`src/rtl/arp_tx_sched.sv`:
```
// ARP transmit scheduler: arbitrates pending replies and local resolution requests,
// then tracks the reply timeout. `define ARP_RETRY_EN enables request retransmission.
module arp_tx_sched #(
  parameter logic [31:0] TARGET_IP   = {8'd192, 8'd168, 8'd1, 8'd102},
  parameter logic [31:0] TIMEOUT_CYC = 32'd125_000_000,
  parameter int unsigned MAX_RETRY   = 32'd3
) (
  input  logic        clk,
  input  logic        rst_n,
  input  logic        req_trig_i,
  input  logic        rx_done_i,
  input  logic        rx_type_i,
  input  logic [47:0] rx_src_mac_i,
  input  logic [31:0] rx_src_ip_i,
  input  logic        tx_done_i,
  output logic        arp_tx_en_o,
  output logic        arp_tx_type_o,
  output logic [47:0] des_mac_o,
  output logic [31:0] des_ip_o,
  output logic        busy_o,
  output logic        resolved_valid_o,
  output logic [47:0] resolved_mac_o,
  output logic        arp_fail_o
);

  typedef enum logic [3:0] {
    S_IDLE       = 4'b0001,
    S_LAUNCH     = 4'b0010,
    S_WAIT_DONE  = 4'b0100,
    S_WAIT_REPLY = 4'b1000
  } state_t;

  localparam logic [47:0] BCAST_MAC      = 48'hFF_FF_FF_FF_FF_FF;
  localparam logic [31:0] TIMEOUT_LAST_C = TIMEOUT_CYC - 32'd1;
  localparam logic [7:0]  RETRY_MAX_C    = 8'(MAX_RETRY);
`ifdef ARP_RETRY_EN
  localparam logic        RETRY_EN_C     = 1'b1;
`else
  localparam logic        RETRY_EN_C     = 1'b0;
`endif

  state_t      state_q;
  logic        arp_tx_en_q;
  logic        arp_tx_type_q;
  logic [47:0] des_mac_q;
  logic [31:0] des_ip_q;
  logic        resolved_valid_q;
  logic [47:0] resolved_mac_q;
  logic        arp_fail_q;
  logic        req_pend_q;
  logic        rep_pend_q;
  logic [47:0] buf_mac_q;
  logic [31:0] buf_ip_q;
  logic [31:0] timer_q;
  logic [31:0] timer_d;
  logic [7:0]  retry_cnt_q;
  // set while a resolution is outstanding, so a reply sent mid-wait returns to WAIT_REPLY
  logic        resolving_q;
  logic        timeout_s;
  logic        match_s;

  // saturating timer increment and reply/timeout decodes
  always_comb begin
    timer_d   = (timer_q == 32'hFFFF_FFFF) ? timer_q : (timer_q + 32'd1);
    timeout_s = (timer_q >= TIMEOUT_LAST_C);
    match_s   = rx_done_i && rx_type_i && (rx_src_ip_i == TARGET_IP);
  end

  // scheduler FSM, pending flags and all registered outputs
  always_ff @(posedge clk or negedge rst_n) begin
    if (!rst_n) begin
      state_q          <= S_IDLE;
      arp_tx_en_q      <= 1'b0;
      arp_tx_type_q    <= 1'b0;
      des_mac_q        <= 48'd0;
      des_ip_q         <= 32'd0;
      resolved_valid_q <= 1'b0;
      resolved_mac_q   <= 48'd0;
      arp_fail_q       <= 1'b0;
      req_pend_q       <= 1'b0;
      rep_pend_q       <= 1'b0;
      buf_mac_q        <= 48'd0;
      buf_ip_q         <= 32'd0;
      timer_q          <= 32'd0;
      retry_cnt_q      <= 8'd0;
      resolving_q      <= 1'b0;
    end else begin
      arp_tx_en_q <= 1'b0;
      arp_fail_q  <= 1'b0;
      case (state_q)
        S_IDLE: begin
          if (rep_pend_q) begin
            arp_tx_en_q   <= 1'b1;
            arp_tx_type_q <= 1'b1;
            des_mac_q     <= buf_mac_q;
            des_ip_q      <= buf_ip_q;
            rep_pend_q    <= 1'b0;
            state_q       <= S_LAUNCH;
          end else if (req_pend_q) begin
            arp_tx_en_q   <= 1'b1;
            arp_tx_type_q <= 1'b0;
            des_mac_q     <= BCAST_MAC;
            des_ip_q      <= TARGET_IP;
            req_pend_q    <= 1'b0;
            retry_cnt_q   <= 8'd0;
            timer_q       <= 32'd0;
            resolving_q   <= 1'b1;
            state_q       <= S_LAUNCH;
          end else begin
            state_q <= S_IDLE;
          end
        end
        S_LAUNCH: begin
          if (resolving_q) timer_q <= timer_d;
          state_q <= S_WAIT_DONE;
        end
        S_WAIT_DONE: begin
          if (resolving_q) timer_q <= timer_d;
          if (tx_done_i) begin
            if (!arp_tx_type_q) begin
              timer_q <= 32'd0;
              state_q <= S_WAIT_REPLY;
            end else if (resolving_q) begin
              state_q <= S_WAIT_REPLY;
            end else begin
              state_q <= S_IDLE;
            end
          end else begin
            state_q <= S_WAIT_DONE;
          end
        end
        S_WAIT_REPLY: begin
          timer_q <= timer_d;
          if (match_s) begin
            resolved_mac_q   <= rx_src_mac_i;
            resolved_valid_q <= 1'b1;
            resolving_q      <= 1'b0;
            state_q          <= S_IDLE;
          end else if (rep_pend_q) begin
            arp_tx_en_q   <= 1'b1;
            arp_tx_type_q <= 1'b1;
            des_mac_q     <= buf_mac_q;
            des_ip_q      <= buf_ip_q;
            rep_pend_q    <= 1'b0;
            state_q       <= S_LAUNCH;
          end else if (timeout_s) begin
            if (RETRY_EN_C && (retry_cnt_q < RETRY_MAX_C)) begin
              arp_tx_en_q   <= 1'b1;
              arp_tx_type_q <= 1'b0;
              des_mac_q     <= BCAST_MAC;
              des_ip_q      <= TARGET_IP;
              req_pend_q    <= 1'b0;
              retry_cnt_q   <= retry_cnt_q + 8'd1;
              timer_q       <= 32'd0;
              state_q       <= S_LAUNCH;
            end else begin
              arp_fail_q  <= 1'b1;
              resolving_q <= 1'b0;
              state_q     <= S_IDLE;
            end
          end else begin
            state_q <= S_WAIT_REPLY;
          end
        end
        default: begin
          resolving_q <= 1'b0;
          state_q     <= S_IDLE;
        end
      endcase
      // new events are recorded after the FSM so a same-cycle set beats a launch clear
      if (req_trig_i) begin
        req_pend_q       <= 1'b1;
        resolved_valid_q <= 1'b0;
      end
      if (rx_done_i && !rx_type_i) begin
        rep_pend_q <= 1'b1;
        buf_mac_q  <= rx_src_mac_i;
        buf_ip_q   <= rx_src_ip_i;
      end
    end
  end

  assign arp_tx_en_o      = arp_tx_en_q;
  assign arp_tx_type_o    = arp_tx_type_q;
  assign des_mac_o        = des_mac_q;
  assign des_ip_o         = des_ip_q;
  assign busy_o           = (state_q != S_IDLE);
  assign resolved_valid_o = resolved_valid_q;
  assign resolved_mac_o   = resolved_mac_q;
  assign arp_fail_o       = arp_fail_q;

endmodule

```
`config.mk`:
```
export PLATFORM = sky130hd
export DESIGN_NAME = arp_tx_sched
export DESIGN_NICKNAME = d
export VERILOG_FILES = /design/src/rtl/arp_tx_sched.sv
export SDC_FILE = /design/constraint.sdc
export NUM_CORES = 1
export LEC_CHECK = 0
export BUFFER_PORTS_ARGS = -buffer_cell sky130_fd_sc_hd__buf_2
export CORE_MARGIN = 3
export CORE_UTILIZATION = 40
export DETAILED_ROUTE_END_ITERATION = 6
export PLACE_DENSITY_LB_ADDON = 0.1
export SKIP_CTS_REPAIR_TIMING = 1
export SYNTH_ARGS = -nofsm -noshare
export SYNTH_HDL_FRONTEND = slang
export SYNTH_SLANG_ARGS = --single-unit
```
`constraint.sdc`:
```
create_clock -name clk -period 1.95 [get_ports clk]
set_input_delay 0.195 -clock clk [delete_from_list [all_inputs] [get_ports clk]]
set_output_delay 0.195 -clock clk [all_outputs]
set_load 0.005 [all_outputs]
```
==> impl_metrics.json, run 1 <==
{
  "outcome": "finished with violations",
  "violations": "negative setup slack",
  "gp_congestion": 0.849,
  "synthTopCellsByArea": "dfrtp_1, mux2_2, mux2_1, nand2b_1, nand2_1",
  "synth_seq_cells": 251,
  "synth_cell_types": 82,
  "drt_iter0_markers": 543,
  "overflow": 0,
  "cts_buffers": 28,
  "dieArea_mm2": 0.0306,
  "vias_per_cell": 5.13,
  "portBuffers": 218,
  "path_class": "flip-flop to flip-flop",
  "fp.dieW_um": 175,
  "nets": 1467,
  "dp_hpwl_um": 22000,
  "place_inst": 1624,
  "r2r-start": "state_q[1]$_DFF_PN0_",
  "skew_ns": 0.0215,
  "fin_util_pct": 58.2,
  "leakagePower_nw": 7.66,
  "track_usage_pct": 19.6,
  "crit_slowest_cell": "dfrtp_1",
  "ir_drop_mv": 0.676,
  "crit_top_cell": "buf_6",
  "drc": 0,
  "yosysWarningCount": 0,
  "yosysTopAreaCellShare_pct": 54.8,
  "drt-total-wl_um": 32100,
  "drt-wirelength-per-cell_um": 18.0,
  "drv_cap": 0,
  "rsz0062_at_grt": "yes",
  "holdWs_ns": 0.0592,
  "vias": 9128,
  "cts.clk_slew.worst_paths_ns": 0.06,
  "worstMarginPinSlew_ns": 0.488,
  "synth_edf_count": 0,
  "drive_above_1_share_pct": 45.2,
  "yosysTopAreaCell": "dfrtp_1",
  "path_max_fanout": 12,
  "dominantRegCellSynth": "dfrtp_1",
  "async_flop_share_pct": 100,
  "ys_seq_area_share_pct": 55.0,
  "antennaDiodeCount": 0,
  "clock_path_buffers": 3,
  "cts_max_level": 1,
  "rows": 61,
  "pre_cts_ws_ns": -0.387,
  "grt_pass1_wl_um": 48500,
  "synth_common_cells": "dfrtp_1, mux2_2, nand2_1, nand2b_1, o21ai_0",
  "drv_slew": 0,
  "cp_slowest_stage_delay_ns": 0.42,
  "startpoint_type": "flip-flop",
  "netlist_instances": 927,
  "synth.most_common_cell": "dfrtp_1",
  "grt_pass1_vias": 8659,
  "num_io_pins": 219,
  "grt_max_degree": 55,
  "syn_area_mm2": 0.0114,
  "worstPathRequired_ns": 2.41,
  "cts-root-buf": "clkbuf_16",
  "fin_ws_ns": -0.0331,
  "min_path_type": "input port to flip-flop",
  "initial_core_util_pct": 40.9,
  "cts.sinks": 251,
  "fmax_ghz": 0.504,
  "cp_data_arrival_time_ns": 2.44,
  "cp-startpoint": "state_q[1]$_DFF_PN0_",
  "syn_area_per_cell_um2": 12.3,
  "die_h_um": 175,
  "critPathCaptureType": "flip-flop",
  "syn_nets": 1014,
  "final_cells": 1780,
  "ant_nets": 0,
  "setup_viol": 7,
  "worstHoldStart": "tx_done_i",
  "power.density_mw_per_mm2": 1190,
  "core_area_mm2": 0.0279,
  "crit_chain": "buf_6 -> and2b_2 -> a21boi_4 -> buf_6 -> o31ai_4 -> buf_6 -> a41oi_1 -> a31oi_1",
  "slew_headroom_pct": 67.5,
  "antenna_found_initial": 0,
  "hold_violations": 0,
  "cts_tree": "yes",
  "fin_tns_setup_ns": -0.125,
  "post-route-min-period_ns": 1.98,
  "first_pass_iters": 5,
  "timing.final.crit_share_pct": 102,
  "area_growth_pct": 42.4,
  "clk-insertion-delay-late_ns": 0.56
}
[cell families after synthesis]
logic type                 synth area share [%]
adders and majority gates                 0.110
xor gates and xnor gates                 0.0767
AOI/OAI and AO/OA                          9.68
muxes                                      18.6
DFF                                        55.0
buffers and inverters                      3.81
and+or+nand+nor                            12.7
[flip-flops by register name, indices dropped and copies added (netlist names), 4 cells and up]
register and count:
buf_ip_q 32, des_ip_o 32, resolved_mac_o 48, buf_mac_q 48, des_mac_o 48, timer_q 32
state_q 4
[critical path: cells and delay by family (launching register included)]
| family | cells | cell delay, ns |
|---|---|---|
| flip-flops | 1 | 0.42 |
| AND/OR/NAND/NOR | 1 | 0.25 |
| buffers and inverters | 3 | 0.50 |
| AO/OA/AOI/OAI | 4 | 0.72 |
[area by class of cell]
cell class              instances  area [um2]
fillers                      2404       11700
flip-flops and latches        251        6280
multi-input cells             595        4950
repair buffers                473        3520
clock buffers                  40         796
well taps                     378         473
clock inverters                12         120
inverters                      31         116
[metrics by stage]
step / power [mW] / cell area (um2)
final: 19.4 / 16300
after global placement: 13.5 / 14000
after floorplan: 10.6 / 11400
after CTS: 18.9 / 14900
after detailed placement: 13.6 / 14000
after global routing: 20.6 / 16300
[report_power, final]
part / internal (mW) / total (mW) / switching (mW)
Combinational: 4.02 / 7.57 / 3.55
Clock: 2.99 / 5.15 / 2.16
Sequential: 6.18 / 6.69 / 0.511
Total: 13.2 / 19.4 / 6.22
[metal layers]
layer,global-route usage [%],vias up,part of all wire [%]
met3,4.19,43,5.5
met5,0,-,0
met1,27.7,4559,45
li1,-,4287,-
met4,3.96,0,1.7
met2,31.3,239,48
[worst paths after layout]
| check | endpoint | slack (ns) | cells past startpoint |
|---|---|---|---|
| setup / recovery | timer_q[22]$_DFFE_PN0P_ | -0.03 | 8 |
| hold / removal | state_q[2]$_DFF_PN0_ | 0.06 | 4 |
| setup reg to reg | timer_q[22]$_DFFE_PN0P_ | -0.03 | 8 |
| hold reg to reg | des_mac_o[22]$_DFFE_PN0P_ | 0.48 | 1 |
| max in group asynchronous | buf_mac_q[2]$_DFFE_PN0P_ | 1.10 | 3 |
| min in group asynchronous | timer_q[1]$_DFFE_PN0P_ | 0.20 | 2 |
[placed cells by master (no fill, tap or decap), types with 8 or more instances in the layout]
cell,n
a21o_1,8
a21oi_1,19
a31oi_1,19
a41oi_1,9
buf_12,18
buf_2,218
buf_4,139
buf_6,12
clkbuf_16,30
dfrtp_1,249
dlygate4sd3_1,82
inv_1,30
mux2_1,30
mux2_2,117
mux2_4,17
mux2i_1,21
nand2_1,69
nand2b_1,54
nand3_1,18
nand4_1,13
nor2_1,15
o211ai_1,8
o21ai_0,34
o31ai_1,9
or2b_1,8
Note: power is estimated with default switching activity, not from simulation.
==> inputs of run 2 (changes only) <==
==> constraint.sdc (replaced) <==
create_clock -name clk -period 1.95 [get_ports clk]
set_input_delay 0.195 -clock clk [delete_from_list [all_inputs] [get_ports clk]]
set_output_delay 0.195 -clock clk [all_outputs]
set_load 0.05 [all_outputs]
==> run 2 against run 1 <==
  * The flow finishes with violations (negative hold slack, negative setup slack)
  * Cell area is 1.1% higher
  * Non-clock buffer count down 13
  * Worst setup slack worse by 0.013 ns
  * Final cell count fell by 0.84%
  * Global-route usage shrank 0.41 points
==> impl_metrics.json, run 2 (same netlist as run 1, synthesis figures left out) <==
{
  "first_pass_iters": 5,
  "drt-wirelength-per-cell_um": 18.2,
  "min_path_type": "input port to flip-flop",
  "worstPathRequired_ns": 2.41,
  "grt_pass1_vias": 8612,
  "core_area_mm2": 0.0279,
  "pwr-share-comb_pct": 45.3,
  "clk-insertion-delay-late_ns": 0.55,
  "crit_chain": "buf_6 -> nand2b_4 -> a21boi_4 -> buf_6 -> o31ai_4 -> buf_6 -> clkbuf_16 -> a31oi_1 -> a31oi_1",
  "layout_commonest_cell": "dfrtp_1",
  "drv_slew": 0,
  "skew_ns": 0.00849,
  "power.density_mw_per_mm2": 1320,
  "cts_tree": "yes",
  "num_io_pins": 219,
  "switchingPower_mw": 8.33,
  "cts_buffers": 28,
  "drc": 0,
  "fin_tns_setup_ns": -0.176,
  "overflow": 0,
  "crit_top_cell": "buf_6",
  "worstMarginPinSlew_ns": 0.479,
  "area_growth_pct": 44.0,
  "gp_congestion": 0.851,
  "cp_slowest_stage_delay_ns": 0.43,
  "critPathCaptureType": "flip-flop",
  "antennaDiodeCount": 0,
  "slew_headroom_pct": 67.7,
  "fin_util_pct": 58.8,
  "hold_violations": 1,
  "drt-total-wl_um": 32200,
  "drive_above_1_share_pct": 46.4,
  "grt-busiest-layer": "met2",
  "ant_nets": 0,
  "violations": "negative hold slack, negative setup slack",
  "clock_path_buffers": 3,
  "timing.final.crit_share_pct": 102,
  "dieArea_mm2": 0.0306,
  "gr-usage-met2_pct": 30.8,
  "sequentialPowerShare_pct": 30.9,
  "cts_max_level": 1,
  "grtUsageMet3_pct": 4.15,
  "grt_max_degree": 77,
  "grtUsageMet1_pct": 27.3,
  "drt_iter0_markers": 466,
  "seq_area_mm2": 0.00629,
  "dp_hpwl_um": 21700,
  "track_usage_pct": 19.2,
  "cp_data_arrival_time_ns": 2.46,
  "path_max_fanout": 7,
  "path_class": "flip-flop to flip-flop",
  "setup_viol": 8,
  "drv_cap": 0,
  "fp.dieW_um": 175,
  "startpoint_type": "flip-flop",
  "final_cell_mix": "dfrtp_1, buf_2, buf_4, mux2_2, dlygate4sd3_1",
  "clkPwrFrac_pct": 23.8,
  "grt_pass1_wl_um": 47700,
  "vias_per_cell": 5.16,
  "rows": 61,
  "leakagePower_nw": 7.63,
  "fill_cells": 2380,
  "cts.clk_slew.worst_paths_ns": 0.06,
  "portBuffers": 218,
  "fin_ws_ns": -0.0460,
  "vias": 9107,
  "initial_core_util_pct": 40.9,
  "fmax_ghz": 0.501,
  "intPower_mw": 13.3,
  "cts-root-buf": "clkbuf_16",
  "nets": 1454,
  "ir_drop_mv": 0.895,
  "die_h_um": 175,
  "cts.sinks": 251,
  "antenna_found_initial": 0,
  "swShare_pct": 38.5,
  "crit_slowest_cell": "dfrtp_2",
  "multiInputGateArea_mm2": 0.00514,
  "post-route-min-period_ns": 2.00,
  "holdWs_ns": -0.00348,
  "outcome": "finished with violations",
  "rsz0062_at_grt": "yes"
}
[run 2: power by group through the flow]
stage	sequential, mW	combinational (mW)	clock (mW)
final	6.69	9.80	5.15
after global routing	6.80	10.4	5.55
after CTS	6.69	8.65	5.32
after detailed placement	6.76	8.63	0
after global placement	6.75	8.55	0
after floorplan	8.70	3.94	0
[run 2: cell type report]
cell class | count | share of cell area [%]
inverters | 31 | 0.708
well taps | 378 | 2.88
multi-input cells | 595 | 31.3
clock inverters | 7 | 0.571
flip-flops and latches | 251 | 38.3
clock buffers | 43 | 5.03
repair buffers | 460 | 21.3
[run 2: critical path, delay by kind of cell, from the launching register on]
kind	cells	cell delay, ns
AND/OR/NAND/NOR	1	0.14
flip-flops	1	0.43
AO/OA/AOI/OAI	4	0.73
buffers and inverters	4	0.61
[run 2: worst paths after layout]
check	startpoint	to	slack, ns	cells past startpoint
setup / recovery	state_q[2]$_DFF_PN0_	timer_q[14]$_DFFE_PN0P_	-0.05	9
hold / removal	rx_src_ip_i[12]	buf_ip_q[12]$_DFFE_PN0P_	-0.003	4
setup reg to reg	state_q[2]$_DFF_PN0_	timer_q[14]$_DFFE_PN0P_	-0.05	9
hold reg to reg	buf_mac_q[2]$_DFFE_PN0P_	des_mac_o[2]$_DFFE_PN0P_	0.48	1
max in group asynchronous	rst_n	des_mac_o[7]$_DFFE_PN0P_	1.14	3
min in group asynchronous	rst_n	timer_q[26]$_DFFE_PN0P_	0.17	2
[run 2: per-stage QoR]
stage               hold slack [ns]  std cells  power, mW  instance area [um2]  worst slack (ns)
finish                     -0.00348       1765       21.6                16400           -0.0460
global route                 0.0131       1765       22.8                16400           -0.0820
CTS                          -0.421       1660       20.7                14800            -0.213
detailed placement            0.164       1610       15.4                13900            -0.466
global placement              0.167       1610       15.3                13900            -0.386
floorplan                    -0.101        927       12.6                11400           0.00228
[run 2: layer usage]
metal | up-vias | wire (um)
met2 | 243 | 15200
met5 | - | 0
met4 | 0 | 499
met1 | 4561 | 14800
met3 | 41 | 1770
li1 | 4262 | -
